--- config.mk ---
export PLATFORM = sky130hd
export DESIGN_NAME = sprite_dma_ctrl
export DESIGN_NICKNAME = d
export VERILOG_FILES = /design/src/rtl/sprite_dma_ctrl.sv
export SDC_FILE = /design/constraint.sdc
export NUM_CORES = 1
export LEC_CHECK = 0
export BUFFER_PORTS_ARGS = -buffer_cell sky130_fd_sc_hd__buf_2
export CELL_PAD_IN_SITES_DETAIL_PLACEMENT = 1
export CELL_PAD_IN_SITES_GLOBAL_PLACEMENT = 1
export CORE_MARGIN = 1.5
export CORE_UTILIZATION = 30
export DETAILED_ROUTE_END_ITERATION = 12
export PLACE_DENSITY = 0.71
export SYNTH_ARGS = -nofsm -noshare
export SYNTH_HDL_FRONTEND = slang
export SYNTH_SLANG_ARGS = --single-unit
--- constraint.sdc ---
create_clock -name clk -period 1.8 [get_ports clk]
set_input_delay 0.36 -clock clk [delete_from_list [all_inputs] [get_ports clk]]
set_output_delay 0.36 -clock clk [all_outputs]
set_load 0.005 [all_outputs]
--- src/rtl/sprite_dma_ctrl.sv ---
// -----------------------------------------------------------------------------
// sprite_dma_ctrl
//   Bus-mastering page copier for sprite (OAM) data. A CPU write to REG_ADDR
//   latches a source page number. The controller then halts the CPU and waits
//   for the halt acknowledge. It runs 256 read/write pairs: read page*256+idx,
//   then write the byte to DEST_ADDR. Finally it releases the bus and lets
//   the CPU run again.
//
//   Optional build macro: SPRITE_DMA_ALIGN_EN
//     When defined, the first READ is held back by one ALIGN cycle if the
//     halt acknowledge lands on an odd clock. Every transfer then starts
//     its read/write cadence on the same clock phase.
//
//   Ports:
//     clk, n_reset     clock, asynchronous active-low reset
//     snoop_addr/we/   system bus as driven by the CPU, watched for the
//     snoop_data       trigger write
//     cpu_halted       CPU has stopped and released the bus
//     cpu_rdy          0 requests a CPU halt, 1 lets the CPU run
//     bus_own          controller is driving the system bus
//     m_addr/m_we/     registered master bus outputs
//     m_oe/m_wdata
//     m_rdata          master read data, sampled at the end of a read cycle
//     busy             transfer pending or in progress
// -----------------------------------------------------------------------------
module sprite_dma_ctrl #(
   parameter int                ADDR_N    = 16,
   parameter int                DATA_N    = 8,
   parameter logic [ADDR_N-1:0] REG_ADDR  = 16'h4014,
   parameter logic [ADDR_N-1:0] DEST_ADDR = 16'h2004
) (
   input  logic              clk,
   input  logic              n_reset,
   input  logic [ADDR_N-1:0] snoop_addr,
   input  logic              snoop_we,
   input  logic [DATA_N-1:0] snoop_data,
   input  logic              cpu_halted,
   output logic              cpu_rdy,
   output logic              bus_own,
   output logic [ADDR_N-1:0] m_addr,
   output logic              m_we,
   output logic              m_oe,
   output logic [DATA_N-1:0] m_wdata,
   input  logic [DATA_N-1:0] m_rdata,
   output logic              busy
);

`ifdef SPRITE_DMA_ALIGN_EN
   typedef enum logic [2:0] {IDLE, HALT, ALIGN, READ, WRITE} state_t;
   // Free-running clock phase; 0 marks an even cycle.
   logic parity;
`else
   typedef enum logic [2:0] {IDLE, HALT, READ, WRITE} state_t;
`endif

   state_t            state;
   logic [DATA_N-1:0] page;
   logic [DATA_N-1:0] idx;
   logic [DATA_N-1:0] idx_nxt;
   logic [DATA_N-1:0] data_buf;
   logic              trigger;

   assign trigger = snoop_we && (snoop_addr == REG_ADDR);
   // The index wraps inside the page and never carries into the page number.
   assign idx_nxt = idx + DATA_N'(1);
   // The read data is captured straight into the register that drives the
   // write data, so the byte is on the bus for the whole WRITE cycle.
   assign m_wdata = data_buf;

   always_ff @(posedge clk or negedge n_reset) begin
      if (!n_reset) begin
         state    <= IDLE;
         cpu_rdy  <= 1'b1;
         bus_own  <= 1'b0;
         m_we     <= 1'b0;
         m_oe     <= 1'b0;
         busy     <= 1'b0;
         m_addr   <= '0;
         page     <= '0;
         idx      <= '0;
         data_buf <= '0;
`ifdef SPRITE_DMA_ALIGN_EN
         parity   <= 1'b0;
`endif
      end else begin
`ifdef SPRITE_DMA_ALIGN_EN
         parity <= ~parity;
`endif
         case (state)
            IDLE: begin
               if (trigger) begin
                  page    <= snoop_data;
                  idx     <= '0;
                  state   <= HALT;
                  cpu_rdy <= 1'b0;
                  busy    <= 1'b1;
               end
            end
            HALT: begin
               if (cpu_halted) begin
`ifdef SPRITE_DMA_ALIGN_EN
                  if (parity) begin
                     state <= ALIGN;
                  end else begin
                     state   <= READ;
                     bus_own <= 1'b1;
                     m_oe    <= 1'b1;
                     m_we    <= 1'b0;
                     m_addr  <= ADDR_N'({page, idx});
                  end
`else
                  state   <= READ;
                  bus_own <= 1'b1;
                  m_oe    <= 1'b1;
                  m_we    <= 1'b0;
                  m_addr  <= ADDR_N'({page, idx});
`endif
               end
            end
`ifdef SPRITE_DMA_ALIGN_EN
            ALIGN: begin
               state   <= READ;
               bus_own <= 1'b1;
               m_oe    <= 1'b1;
               m_we    <= 1'b0;
               m_addr  <= ADDR_N'({page, idx});
            end
`endif
            READ: begin
               data_buf <= m_rdata;
               state    <= WRITE;
               m_oe     <= 1'b0;
               m_we     <= 1'b1;
               m_addr   <= DEST_ADDR;
            end
            WRITE: begin
               idx <= idx_nxt;
               if (idx == {DATA_N{1'b1}}) begin
                  state   <= IDLE;
                  bus_own <= 1'b0;
                  m_we    <= 1'b0;
                  m_oe    <= 1'b0;
                  m_addr  <= '0;
                  cpu_rdy <= 1'b1;
                  busy    <= 1'b0;
               end else begin
                  state  <= READ;
                  m_we   <= 1'b0;
                  m_oe   <= 1'b1;
                  m_addr <= ADDR_N'({page, idx_nxt});
               end
            end
            default: begin
               state   <= IDLE;
               bus_own <= 1'b0;
               m_we    <= 1'b0;
               m_oe    <= 1'b0;
               cpu_rdy <= 1'b1;
               busy    <= 1'b0;
            end
         endcase
      end
   end

endmodule

==> results.md <==
- # rows: 31
- Top cells by area, synth: dfrtp_1 51%, mux2_4 5.3%, mux2_2 4.5%
- Worst slew margin: about three quarters
- RSZ-0062 raised after global routing: true
- Die area: 8060 um2
- Netlist Area Pre-Place: 2260 um2
- Post-synthesis sequential area ratio: a little over half
- Pre-CTS WS: 0.0210 ns
- Clock Skew: 0.0124 ns
- Syn Nets: 238
- Initial core utilization: between 30% and 40%
- Adder-Cell Fraction of Synth Area: 3.32%
- Clock latency on the worst-skew pair: 0.31 ns
- WP data required: roughly 2.0 ns
- CTS max path bufs: 2
- Final WL: around 5300 um
- GRT Overall Usage: 13.9%
- Final nets: 313
- Final Hold Fails: 0
- Cells after DPL: 363
- Leakage: 1.42 nW
- Tightest Pin Transition: ~0.35 ns
- Synth cell types: 49
- Startpoint types: register
- Vias in the first global route: ~1.8k
- Post-synth top area share: approximately 51%
- CP Max Fanout: 5
- DR pass1 iterations: 4
- WS Path Type: reg2reg
- Max-Cap Viols: 0
- Final cell count without fillers: approximately 370
- Synth Area in Simple Gates: 15.4%
- Largest family of logic cells by synthesized area: simple AND/OR/NAND/NOR gates
- Vias per inst: 4.67
- CTS buffer count: 5
- Kind of cell adding the most delay to the critical path: simple AND/OR/NAND/NOR gates
- DP Area: 2750 um2
- Fillers: 844
- I/O Pins: 65
- Multiplexer area fraction after synthesis: just under 10%
- ANT cells: 0
- Total grt overflow: 0
- Dpl hpwl: 3920 um
- Drt initial violations: 84
- Post_cts resized: 0
- Final min period: 1.66 ns
- Top_reg_cell synth: dfrtp_1
- Leading area contributor after synthesis: dfrtp_1
- Slowest cell on crit path: dfrtp_1
- Crit path DAT: about 1.8 ns
- Setup TNS: 0 ns
- Maximum vdd drop: 0.308 mV
- Worst Setup Slack, final: 0.139 ns
- DRC violation count after routing: 0
- Max Freq: 0.602 GHz
- Port Buffers: 64
- Share of cells above drive strength 1: 43.8%
- CP bufs+invs: 0
- DIE WIDTH: about 90 um
- EDFF count, synth: 0
- Design area: 2880 um2
- Reg clk slew, reported paths: 0.09 ns
- CTS tree: built
- Synth Instances: 196
- Xor and xnor area share after synthesis: 1.94%
- Path type of the worst min-delay path: in2async
- Antenna violations before repair: 0
- Crit. End Element: register
- First-pass GRT wire length: 9080 um
- Final Max Tran Viols: 0
- H-tree depth: 2
- Final setup vio count: 0
- Placer Congestion: approximately 0.8
- Post-CTS Hold Buffers: 0
- Area Overhead vs Synth: 27.4%
- Die Ht: about 90 um
- Post-DRT Antenna Nets: 0
- Mapped Avg Cell Area: between 10 and 15 um2
- #FFs+latches synth: 47
- Crit-path cells: ha_2 -> nand3_1 -> or2_2 -> xnor2_1 -> a221oi_1 -> nor2_1
- Status: finished, final reports clean
- Core area: 7250 um2
- WL/cell: 14.3 um
- Slowest Stage Delay on Critical Path: 0.41 ns
- Fin crit share: 92.3%
- Clock sinks: 47
- Syn. warnings: 0
- Vias: 1733
- Synth Area in Compound Gates: a little over an eighth
- Post-CTS Setup Bufs: 0
- Final cell utilization of the core: 39.7%
- Async SR Flop Fraction: 100%
- Commonest non-fill, non-tap cell in the layout: buf_2
- Clock root buffer: clkbuf_8
- Pwr/cell area: around 670 nW/um2
- Largest net degree at the start of global routing: 48
- Most frequent cells in the layout: 64 x buf_2, 46 x dfrtp_1, 19 x nor2_1
==> registers in the layout, indices dropped and copies added, names as in the netlist <==
| register | cells |
|---|---|
| m_we | 1 |
| idx | 8 |
| cpu_rdy | 1 |
| m_addr | 16 |
| m_wdata | 8 |
| m_oe | 1 |
| bus_own | 1 |
| busy | 1 |
| state | 2 |
| page | 8 |
==> metrics by stage <==
stage	power, mW	hold WS, ns
after detailed placement	1.18	0.368
after floorplan	1.10	0.0644
final	1.93	0.0214
after CTS	1.98	0.0208
after global routing	2.02	0.0328
after global placement	1.18	0.371
==> worst reg2reg max path: cells and delay by family, from the launching register on <==
kind / cells / cell delay, ns
and+or+nand+nor: 3 / 0.46
DFF: 1 / 0.41
AOI/OAI and AO/OA: 1 / 0.28
adders and majority gates: 1 / 0.26
xor gates and xnor gates: 1 / 0.13
==> where the power goes <==
group	internal (mW)	switching [mW]	leakage, nW
Sequential	1.06	0.00409	0.604
Combinational	0.0475	0.0422	0.762
Clock	0.413	0.362	0.0581
==> cell usage after synthesis (2+ instances only) <==
| cell type | number |
|---|---|
| a31oi_1 | 2 |
| buf_4 | 2 |
| nand2_1 | 16 |
| a22o_1 | 7 |
| mux2_2 | 9 |
| buf_2 | 3 |
| clkbuf_1 | 3 |
| a221o_1 | 2 |
| and3_1 | 2 |
| nor2b_1 | 2 |
| o21ai_1 | 5 |
| o22a_1 | 2 |
| ha_1 | 6 |
| nand3_1 | 4 |
| clkbuf_8 | 2 |
| a221oi_1 | 2 |
| nor3_1 | 3 |
| nand4_1 | 2 |
| mux2_4 | 8 |
| xnor2_1 | 4 |
| dfrtp_1 | 46 |
| nor2_1 | 19 |
| a21oi_1 | 8 |
| inv_1 | 3 |
| nand2b_1 | 3 |
| o21a_1 | 2 |
| o21ai_0 | 7 |
==> layer usage <==
layer	vias to the layer above	share of wire [%]	global-route usage [%]
li1	846	-	-
met1	840	45	17.0
met2	42	50	24.2
met3	5	4.6	3.89
met4	0	0.72	3.57
met5	-	0	0
==> path summary, 6_finish.rpt <==
path                               start   endpoint  slack [ns]  cells after the start
setup / recovery                  idx[1]  m_addr[6]        0.14                      6
hold / removal                   n_reset  m_addr[4]        0.02                      2
setup reg to reg                  idx[1]  m_addr[6]        0.14                      6
hold reg to reg                  cpu_rdy    cpu_rdy        0.48                      2
max in group asynchronous        n_reset    cpu_rdy        1.49                      2
min in group clk           snoop_data[4]    page[4]        0.28                      2
==> layout make-up <==
class                           count  area [um2]  share of cell area, %
Multi-Input combinational cell    135        1010                   35.2
Clock buffer                        5        68.8                   2.39
Tap cell                           99         124                   4.30
Timing Repair Buffer               78         438                   15.2
Sequential cell                    47        1180                   40.9
Clock inverter                      3        43.8                   1.52
Inverter                            4        15.0                  0.522
==> kinds of logic (layout without fill, tap and decap cells) <==
kind of cell    after synthesis  after routing
compound gates               43             43
xor+xnor                      5              5
fa+ha+maj                     6              6
buf+inv                      14             90
flops                        47             47
mux                          17             17
simple gates                 64             64
Power figures use the tool's default switching activity.
